$ cat src/rtl/uart_rx_fifo.sv
// uart_rx_fifo: receive-side byte buffer behind the UART receiver.
// Stores each byte strobed on dat/dat_en in a circular FIFO. Bytes are
// presented first-word-fall-through on a valid/ready port. A sticky overrun
// flag records any byte dropped while the FIFO was full.
//
// Ports
//   clk       system clock, rising edge
//   reset     asynchronous active-low reset
//   dat       received byte
//   dat_en    one-cycle strobe: dat valid
//   rd_data   head-of-FIFO byte, 8'h00 when empty
//   rd_valid  FIFO non-empty
//   rd_ready  consumer accepts rd_data this cycle
//   count     stored bytes, 0..2**AW
//   full      count == 2**AW
//   overrun   sticky dropped-byte flag
//   ovr_clr   synchronous clear of overrun (a drop in the same cycle wins)
module uart_rx_fifo #(
  parameter int unsigned AW = 4
) (
  input  logic          clk,
  input  logic          reset,
  input  logic [7:0]    dat,
  input  logic          dat_en,
  output logic [7:0]    rd_data,
  output logic          rd_valid,
  input  logic          rd_ready,
  output logic [AW:0]   count,
  output logic          full,
  output logic          overrun,
  input  logic          ovr_clr
);

  localparam int unsigned DEPTH = 2 ** AW;
  localparam int unsigned CW    = AW + 1;

  logic [7:0]    mem_q [DEPTH];
  logic [AW-1:0] wr_ptr_q, wr_ptr_d;
  logic [AW-1:0] rd_ptr_q, rd_ptr_d;
  logic [AW:0]   count_q,  count_d;
  logic          full_q,   full_d;
  logic          valid_q,  valid_d;
  logic          ovr_q,    ovr_d;

  logic push_c;
  logic pop_c;
  logic drop_c;

  // Pop requires stored data; push into a full FIFO only succeeds alongside a pop.
  assign pop_c  = valid_q & rd_ready;
  assign push_c = dat_en & (~full_q | pop_c);
  assign drop_c = dat_en & full_q & ~pop_c;

  // Next-state for pointers, occupancy and status flags.
  always_comb begin
    wr_ptr_d = wr_ptr_q;
    rd_ptr_d = rd_ptr_q;
    count_d  = count_q;
    ovr_d    = ovr_q;

    if (push_c) wr_ptr_d = wr_ptr_q + AW'(1);
    if (pop_c)  rd_ptr_d = rd_ptr_q + AW'(1);

    unique case ({push_c, pop_c})
      2'b10:   count_d = count_q + CW'(1);
      2'b01:   count_d = count_q - CW'(1);
      default: count_d = count_q;
    endcase

    if (drop_c)       ovr_d = 1'b1;
    else if (ovr_clr) ovr_d = 1'b0;

    // Flags come from the next count so they are registered alongside it.
    full_d  = (count_d == CW'(DEPTH));
    valid_d = (count_d != '0);
  end

  // Control state.
  always_ff @(posedge clk or negedge reset) begin
    if (!reset) begin
      wr_ptr_q <= '0;
      rd_ptr_q <= '0;
      count_q  <= '0;
      full_q   <= 1'b0;
      valid_q  <= 1'b0;
      ovr_q    <= 1'b0;
    end else begin
      wr_ptr_q <= wr_ptr_d;
      rd_ptr_q <= rd_ptr_d;
      count_q  <= count_d;
      full_q   <= full_d;
      valid_q  <= valid_d;
      ovr_q    <= ovr_d;
    end
  end

  // Storage array; contents are don't-care until written, so it is not reset.
  always_ff @(posedge clk) begin
    if (push_c) mem_q[wr_ptr_q] <= dat;
  end

  assign rd_data  = valid_q ? mem_q[rd_ptr_q] : 8'h00;
  assign rd_valid = valid_q;
  assign count    = count_q;
  assign full     = full_q;
  assign overrun  = ovr_q;

endmodule

$ cat config.mk
export PLATFORM = sky130hd
export DESIGN_NAME = uart_rx_fifo
export DESIGN_NICKNAME = d
export VERILOG_FILES = /design/src/rtl/uart_rx_fifo.sv
export SDC_FILE = /design/constraint.sdc
export NUM_CORES = 1
export LEC_CHECK = 0
export CAP_MARGIN = 10
export CELL_PAD_IN_SITES_DETAIL_PLACEMENT = 1
export CELL_PAD_IN_SITES_GLOBAL_PLACEMENT = 2
export CORE_MARGIN = 2
export CORE_UTILIZATION = 39
export DETAILED_ROUTE_END_ITERATION = 10
export PLACE_DENSITY_LB_ADDON = 0.1
export SLEW_MARGIN = 20
export SYNTH_ARGS = -nofsm -noshare
export SYNTH_HDL_FRONTEND = slang
export SYNTH_SLANG_ARGS = --single-unit
export TNS_END_PERCENT = 5
$ cat constraint.sdc
create_clock -name clk -period 2.9 [get_ports clk]
set_input_delay 0.435 -clock clk [delete_from_list [all_inputs] [get_ports clk]]
set_output_delay 0.435 -clock clk [all_outputs]
set_load 0.05 [all_outputs]
# Word-level counts from Yosys, hierarchy flattened
# Memories as Yosys holds them, arrays and structs flattened.
# Index checks and enable logic that the tools add are counted.
[classes]
n_addsub = 4
mul = 0
div = 0
order_cmp = 0
n_eq_ne = 3
shift = 0
muxes = 6
bitwise_logic = 7
n_reduce_logical = 2
[op_table]
columns = ["cell", "count"]
rows = [
  ["$pmux W5 S2", 1],
  ["$add A4 B1 Y4 const B", 2],
  ["$mux W8", 1],
  ["$add A5 B1 Y5 const B", 1],
  ["$eq A5 B5 Y1 const B", 1],
  ["$reduce_bool A5 Y1", 1],
  ["$sub A5 B1 Y5 const B", 1],
  ["$and A1 B1 Y1", 4],
  ["$mux W1", 4],
  ["$eq A2 B1 Y1 const B", 1],
  ["$eq A2 B2 Y1 const B", 1],
  ["$not A1 Y1", 2],
  ["$reduce_bool A2 Y1", 1],
  ["$or A1 B1 Y1", 1],
]
[word_totals]
ff_bits = 16
latchBits = 0
ramBits = 128
mem_bits_ro = 0
in_bits = 13
out_inout_bits = 16
word_cells = 29
mem_count = 1
[memory_table]
columns = ["name", "words", "word_bits", "rd", "rd_clocked_by_memory_dff", "write_ports", "line", "source"]
rows = [
  ["mem_q", 16, 8, 1, 0, 1, "37", "logic [7:0] mem_q [DEPTH];"],
]

# Depth between registers and ports, before layout
[logic_depth]
depth_word = 6
mapped_depth = 14
mapped_depth_nobuf = 12

# Worst setup path before layout
# Ideal clock, no wire load.
[synth_timing]
path_type = "register -> register"
startpoint = "register valid_q (netlist: rd_valid)"
endpoint = "register valid_q (netlist: rd_valid)"
setup_time_ns = 0.131
arrival_ns = 2.943
required_ns = 2.769
path_slack_ns = -0.175
path_stages_with_launch = 15
n_path_buf = 2
period_less_slack_ns = 3.075
cell_sequence = "dfrtp_1 nand2_1 nand2_1 and2_1 buf_2 inv_2 ha_1 buf_4 xor2_1 ha_1 a21oi_1 mux2i_1 xnor2_1 or2_0 or3_1"
[synth_via]
elab_chain_cells = 6
elab_cells_between_ends = 7
cone_classes = "eq/ne (2); mux (1); bitwise (3); reduce/logical (1)"
[synth_lines]
columns = ["item", "line", "source"]
rows = [
  ["start, declared", "42", "logic valid_q, valid_d;"],
  ["start signal, assigned", "92", "valid_q <= valid_d;"],
  ["$and A1 B1 Y1 *", "50", "assign pop_c = valid_q & rd_ready;"],
  ["$or A1 B1 Y1", "51", "assign push_c = dat_en & (~full_q | pop_c);"],
  ["$and A1 B1 Y1", "51", ""],
  ["$eq A2 B1 Y1 or $eq A2 B2 Y1 (tied branches)", "64", "unique case ({push_c, pop_c})"],
  ["$pmux W5 S2 *", "64", ""],
  ["net count_d[2]", "40", "logic [AW:0] count_q, count_d;"],
  ["$reduce_bool A5 Y1 *", "75", "valid_d = (count_d != '0);"],
  ["net valid_d", "42", ""],
]
# Mark *: on every way through the listed nets, which the timed path passes. The rest lies on a longest branch.
# A chain may end at the register's enable or synchronous reset.

# Worst setup path in the final report
[layout_timing]
startpoint = "register rd_ptr_q[0]"
endpoint = "output rd_data[5]"
[layout_via]
elab_chain_cells = 2
[layout_lines]
columns = ["item", "line", "source"]
rows = [
  ["start, declared", "39", "logic [AW-1:0] rd_ptr_q, rd_ptr_d;"],
  ["start signal, assigned", "89", "rd_ptr_q <= rd_ptr_d;"],
  ["$mem_v2 Z16 W8", "n/a", ""],
  ["$mux W8", "102", "assign rd_data = valid_q ? mem_q[rd_ptr_q] : 8'h00;"],
  ["end, declared", "25", "output logic [7:0] rd_data,"],
]
# Every way passes these cells.

==> reports/metrics.csv <==
metric,value,unit
grtUsageTotal,16.6,%
antenna_found_initial,0,
required,2.47,ns
leakagePower,2.45,nW
synth_async_sr_flop_share,11.1,%
ys_seq_area_share,72.3,%
p_per_area,1100,mW/mm^2
slew_viol_final,0,
multiInputGateArea,0.00154,mm^2
die_w,127,um
num_rows,44,
drive_gt1_share,26.3,%
yosys_warnings,0,
antenna_cells,0,
drcViolationCount,0,
overflow,0,
synth_top_flop_cell,edfxtp_1,
combPwrFrac,40.0,%
syn_inst,307,
ys_seq_elements,144,
end_kind,output pin,
startpoint_type,flip-flop,
final_cell_area,0.00719,mm^2
core-area,0.0146,mm^2
cp_max_fo,10,
wire_per_inst,21.3,um
ctsHtreeMaxLevel,4,
arrival,2.30,ns
io_buffer_count,28,
clk_latency,0.42,ns
start_util,40.1,%
boundaryPins,29,
via_per_inst,5.24,
grt_max_degree,18,
die_h,127,um
hold_class,input pin to async pin,
setup_viol,0,
synth-edff-count,128,
skew,0.0117,ns
routed-via-count,2940,
gp_congestion,0.721,
dieArea,0.0161,mm^2
cts-root-buf,clkbuf_16,
syn-num-nets,328,
fmax,366,MHz
syn_area_per_cell,19.1,um^2
num-nets-final,385,
status,"finished, final reports clean",
p_int,5.22,mW
finalPower,7.90,mW
yosysUniqueCellTypes,40,
critPathKind,flip-flop to output pin,
grt_pass1_vias,3266,
clock_path_buffers,2,
tritoncts,built,
switching_share,33.9,%
max_slew.worst_pin.slew,0.804,ns
path_clk_slew,0.05,ns
seq_power_share,35.7,%
drtIter0Drc,182,
syn_area,0.00587,mm^2
nFillCells,1375,
relSlewSlack,46.2,%
final-hold-violation-count,0,
period_share,94.2,%
clkSinkCount,144,
ant_nets,0,
rsz0062_at_grt,false,
grt_pass1_wl,19200,um
first_pass_iters,4,
placed_area,0.00666,mm^2
power_frac_clock,24.3,%
p_sw,2.68,mW
hpwl,7870,um
regArea,0.00425,mm^2
peakVddDrop,849,uV
final.setup.tns,0,ns
fin_crit,2.73,ns
cts_buffers,17,
area_growth,22.4,%
maxCapViolCount,0,
routed_wl,11900,um
## final timing paths
kind                                   from           to  slack, ns  cells past startpoint
worst min-delay path                  reset      overrun       0.49                      1
worst min register to register     count[4]     count[4]       0.51                      1
worst max register to register     rd_valid     rd_valid       0.40                     12
worst max-delay path            rd_ptr_q[0]   rd_data[5]       0.17                      5
max in group asynchronous             reset  rd_ptr_q[0]       1.82                      1
min in group clk                   count[4]     count[4]       0.51                      1
## cells in the mapped netlist (2+ instances only)
| library cell | instances | area [um^2] |
|---|---|---|
| edfxtp_1 | 128 | 3840 |
| mux4_2 | 32 | 721 |
| mux2i_1 | 17 | 170 |
| dfrtp_1 | 16 | 400 |
| xnor2_1 | 10 | 87.6 |
| and2_1 | 9 | 56.3 |
| inv_1 | 9 | 33.8 |
| ha_1 | 8 | 100 |
| o22ai_1 | 8 | 50.1 |
| buf_2 | 7 | 35.0 |
| nor2_1 | 7 | 26.3 |
| nand2_1 | 6 | 22.5 |
| clkbuf_1 | 5 | 18.8 |
| nor3b_1 | 4 | 30.0 |
| nor4_1 | 4 | 25.0 |
| o21ai_0 | 4 | 20.0 |
| buf_4 | 3 | 22.5 |
| nor2b_1 | 3 | 18.8 |
| buf_1 | 2 | 7.51 |
| mux2_2 | 2 | 22.5 |
| nand3_1 | 2 | 10.0 |
| nand4_1 | 2 | 12.5 |
| o21ai_1 | 2 | 10.0 |
## cell type report
type / count / share of cell area, %
Timing Repair Buffer: 55 / 8.53
Sequential cell: 144 / 59.1
Clock inverter: 1 / 0.0522
Inverter: 10 / 0.522
Multi-Input combinational cell: 136 / 21.4
Clock buffer: 31 / 7.21
Tap cell: 184 / 3.20
## per-stage QoR
stage               worst slack (ns)  util, %  hold WS [ns]  std cells
finish                         0.167     49.1         0.489        561
CTS                           0.0258     49.1         0.512        561
detailed placement            -0.123     45.5         0.501        529
global route                 0.00484     49.1         0.546        561
global placement             -0.0756     45.5         0.504        529
floorplan                     0.0299        -         0.139        307
## repair_timing
item | 4_1_cts | 5_1_grt
endpoints found under the setup margin | 0 | 5
hold buffers | 0 | 0
resized for setup | 0 | 1
buffers inserted | 0 | 0
## power by group through the flow
stage / Clock, mW / Combinational (mW) / Sequential [mW]
global placement: 0 / 3.21 / 2.85
detailed placement: 0 / 3.22 / 2.86
CTS: 1.98 / 3.24 / 2.82
floorplan: 0 / 1.94 / 2.85
global route: 2.06 / 3.39 / 2.87
finish: 1.92 / 3.16 / 2.82
## sequential cells by signal, summed over array words and instances, names as in the netlist
name / cells
count: 5
rd_ptr_q: 4
full: 1
wr_ptr_q: 4
rd_valid: 1
mem_q: 128
overrun: 1
## cells by family after synthesis
logic type                 count (synthesis)  synth area share, %
xor gates and xnor gates                  11                 1.64
AOI/OAI and AO/OA                         21                 2.34
and+or+nand+nor                           45                 4.43
muxes                                     51                 15.6
DFF                                      144                 72.3
buffers and inverters                     27                 2.07
adders and majority gates                  8                 1.70
## critical path: stages (launching register included)
cell     delay [ns]
dfrtp_4        0.55
buf_12         0.19
mux4_2         0.50
mux2i_1        0.22
o22ai_1        0.21
buf_12         0.21
## per-layer routing
layer  vias up  global-route usage [%]  part of all wire [%]
met1      1533                    21.6                    46
met3        15                    3.92                   3.1
met2        54                    27.4                    49
met5         -                       0                     0
met4         0                    6.40                   1.3
li1       1338                       -                     -
## cells in the final DEF (no fill, tap or decap), drive strengths merged, types with 2 or more instances in the layout
master	instances
mux2i	17
inv	10
nor3b	4
nand3	2
o211ai	2
buf	35
ha	8
nand2	6
clkbuf	31
xnor2	10
clkdlybuf4s50	20
mux2	2
o21ai	6
edfxtp	128
nor4	4
and2	9
o22ai	8
dfrtp	16
nor2	7
nand4	2
nor2b	3
mux4	32
Power figures use the tool's default switching activity.
==> RTL edit (config.mk and constraints unchanged) <==
Set the parameter `AW` to 5 (it was 4).
--- a/src/rtl/uart_rx_fifo.sv
+++ b/src/rtl/uart_rx_fifo.sv
@@ -17,5 +17,5 @@
 //   ovr_clr   synchronous clear of overrun (a drop in the same cycle wins)
 module uart_rx_fifo #(
-  parameter int unsigned AW = 4
+  parameter int unsigned AW = 5
 ) (
   input  logic          clk,
Ports: changed (resized count); port bits go from 29 to 30. No check against the original RTL was run, so the function may have changed too.
==> RTL edit against the unedited design <==
The flow now finishes with violations (setup timing). Design area up 92%. Count of clock-buffer cells in the layout unchanged. Worst setup slack lost 0.30 ns. First-iteration DRC count increased by 120%. Register-to-register slack lost 0.04 ns. Synthesized area increased by 87%. Power increased by 85%. Critical path depth increased by 3. Routed wire length grew 120%. Maximum frequency fell by 9.9%. Worst hold slack worse by 0.075 ns. Sequential cell count increased by 131. Clock power rose by 97%. Critical endpoint is now rd_data[1]. Largest cell class unchanged. Highest routed layer unchanged.
==> RTL edit: results <==
[status]
status = complete, but fails checks
violations = setup timing

[grt]
grt_pass1_wl_um = 39900
grt_max_degree = 35
grtUsageTotal = 0.186

[sta]
tns_ns = -0.682
finalSetupViolations = 8
setup_slack_ns = -0.132

[route]
drt-total-wl_um = 26400
vias = 5580

[pwr]
p_leak_nw = 4.61
ir_worst_vdd_uv = 505

[clocking]
htreeDepth = 1
cts_buffers = 30

[setup_path]
worst-path-max-fanout = 5
cp.arrival_ns = 2.60

[finish]
largest_register_ffs = 256
nets = 691
nFillCells = 2567

[synth]
synth_enable_flop_cells = 256
yosysUniqueCellTypes = 44
synthArstFlopShare = 0.0691
yosys-top-cells-count = edfxtp_1 (256), mux4_2 (64), nor2_1 (35)
synth.area.top_cells = edfxtp_1 (70%), mux4_2 (13%), dfrtp_1 (4.3%)

[place]
placed_area_um2 = 12200
gp_congestion = 0.743
==> RTL edit: changes by cell type in the layout (fill, tap and decap cells not counted), moves of 14 or more <==
cell	change
buf_4	+51
mux2i_1	-16
nand2_1	+14
nor2_1	+28
mux4_2	+32
edfxtp_1	+128
==> RTL edit: final timing paths <==
path | end | depth (start not counted) | from | slack, ns
max | rd_data[1] | 8 | rd_ptr_q[1] | -0.13
min | count[2] | 1 | reset | 0.41
max reg2reg | rd_valid | 11 | rd_valid | 0.36
min reg2reg | overrun | 2 | overrun | 0.53
max in group asynchronous | rd_ptr_q[1] | 1 | reset | 1.79
min in group clk | overrun | 2 | ovr_clr | 0.46
==> RTL edit: report_power, final <==
part / leakage (nW) / switching [mW] / internal [mW]
logic: 1.59 / 3.07 / 2.76
clock network: 0.490 / 1.54 / 2.24
registers: 2.53 / 0.286 / 4.69
==> RTL edit: cell families after synthesis <==
logic type	after synthesis	synth area share
DFF	275	0.742
muxes	91	0.159
and+or+nand+nor	83	0.0369
AOI/OAI and AO/OA	43	0.0279
buffers and inverters	38	0.0155
xor gates and xnor gates	12	0.00956
adders and majority gates	8	0.00910
==> RTL edit: routing by layer <==
layer | GRT usage | routed length [µm] | vias to the layer above
li1 | - | - | 2485
met1 | 0.263 | 11600 | 2958
met2 | 0.307 | 13100 | 105
met3 | 0.0286 | 1200 | 32
met4 | 0.0420 | 490 | 0
met5 | 0 | 0 | -
==> RTL edit: critical path: stages, from the launching register on <==
cell and delay, ns:
dfrtp_4 0.54, buf_12 0.15, buf_12 0.13, buf_6 0.11, mux4_2 0.28, mux2_4 0.30, o221ai_4 0.29, a31oi_4 0.07
buf_6 0.17
==> RTL edit: metrics by stage <==
stage / instances / setup slack (ns) / util / power [mW]
floorplan: 550 / 0.00360 / - / 8.08
global placement: 998 / -0.126 / 0.440 / 9.72
detailed placement: 998 / -0.184 / 0.440 / 9.79
CTS: 1071 / -0.136 / 0.496 / 14.7
global route: 1071 / -0.208 / 0.497 / 15.2
finish: 1071 / -0.132 / 0.497 / 14.6
==> RTL edit: timing repair <==
| item | CTS | global route |
|---|---|---|
| setup buffers | 15 | 0 |
| endpoints found under the setup margin | 8 | 8 |
| gates resized for setup | 58 | 3 |
| pin swaps | 7 | 6 |
| gates cloned | 3 | 0 |
| hold buffers | 0 | 0 |
==> RTL edit: cell type report <==
class	count	area share
multi-input combinational	237	0.216
sequential	275	0.592
tap	378	0.0343
inverter	8	0.00218
timing repair buffer	118	0.0839
clock buffer	31	0.0547
clock inverter	24	0.0170
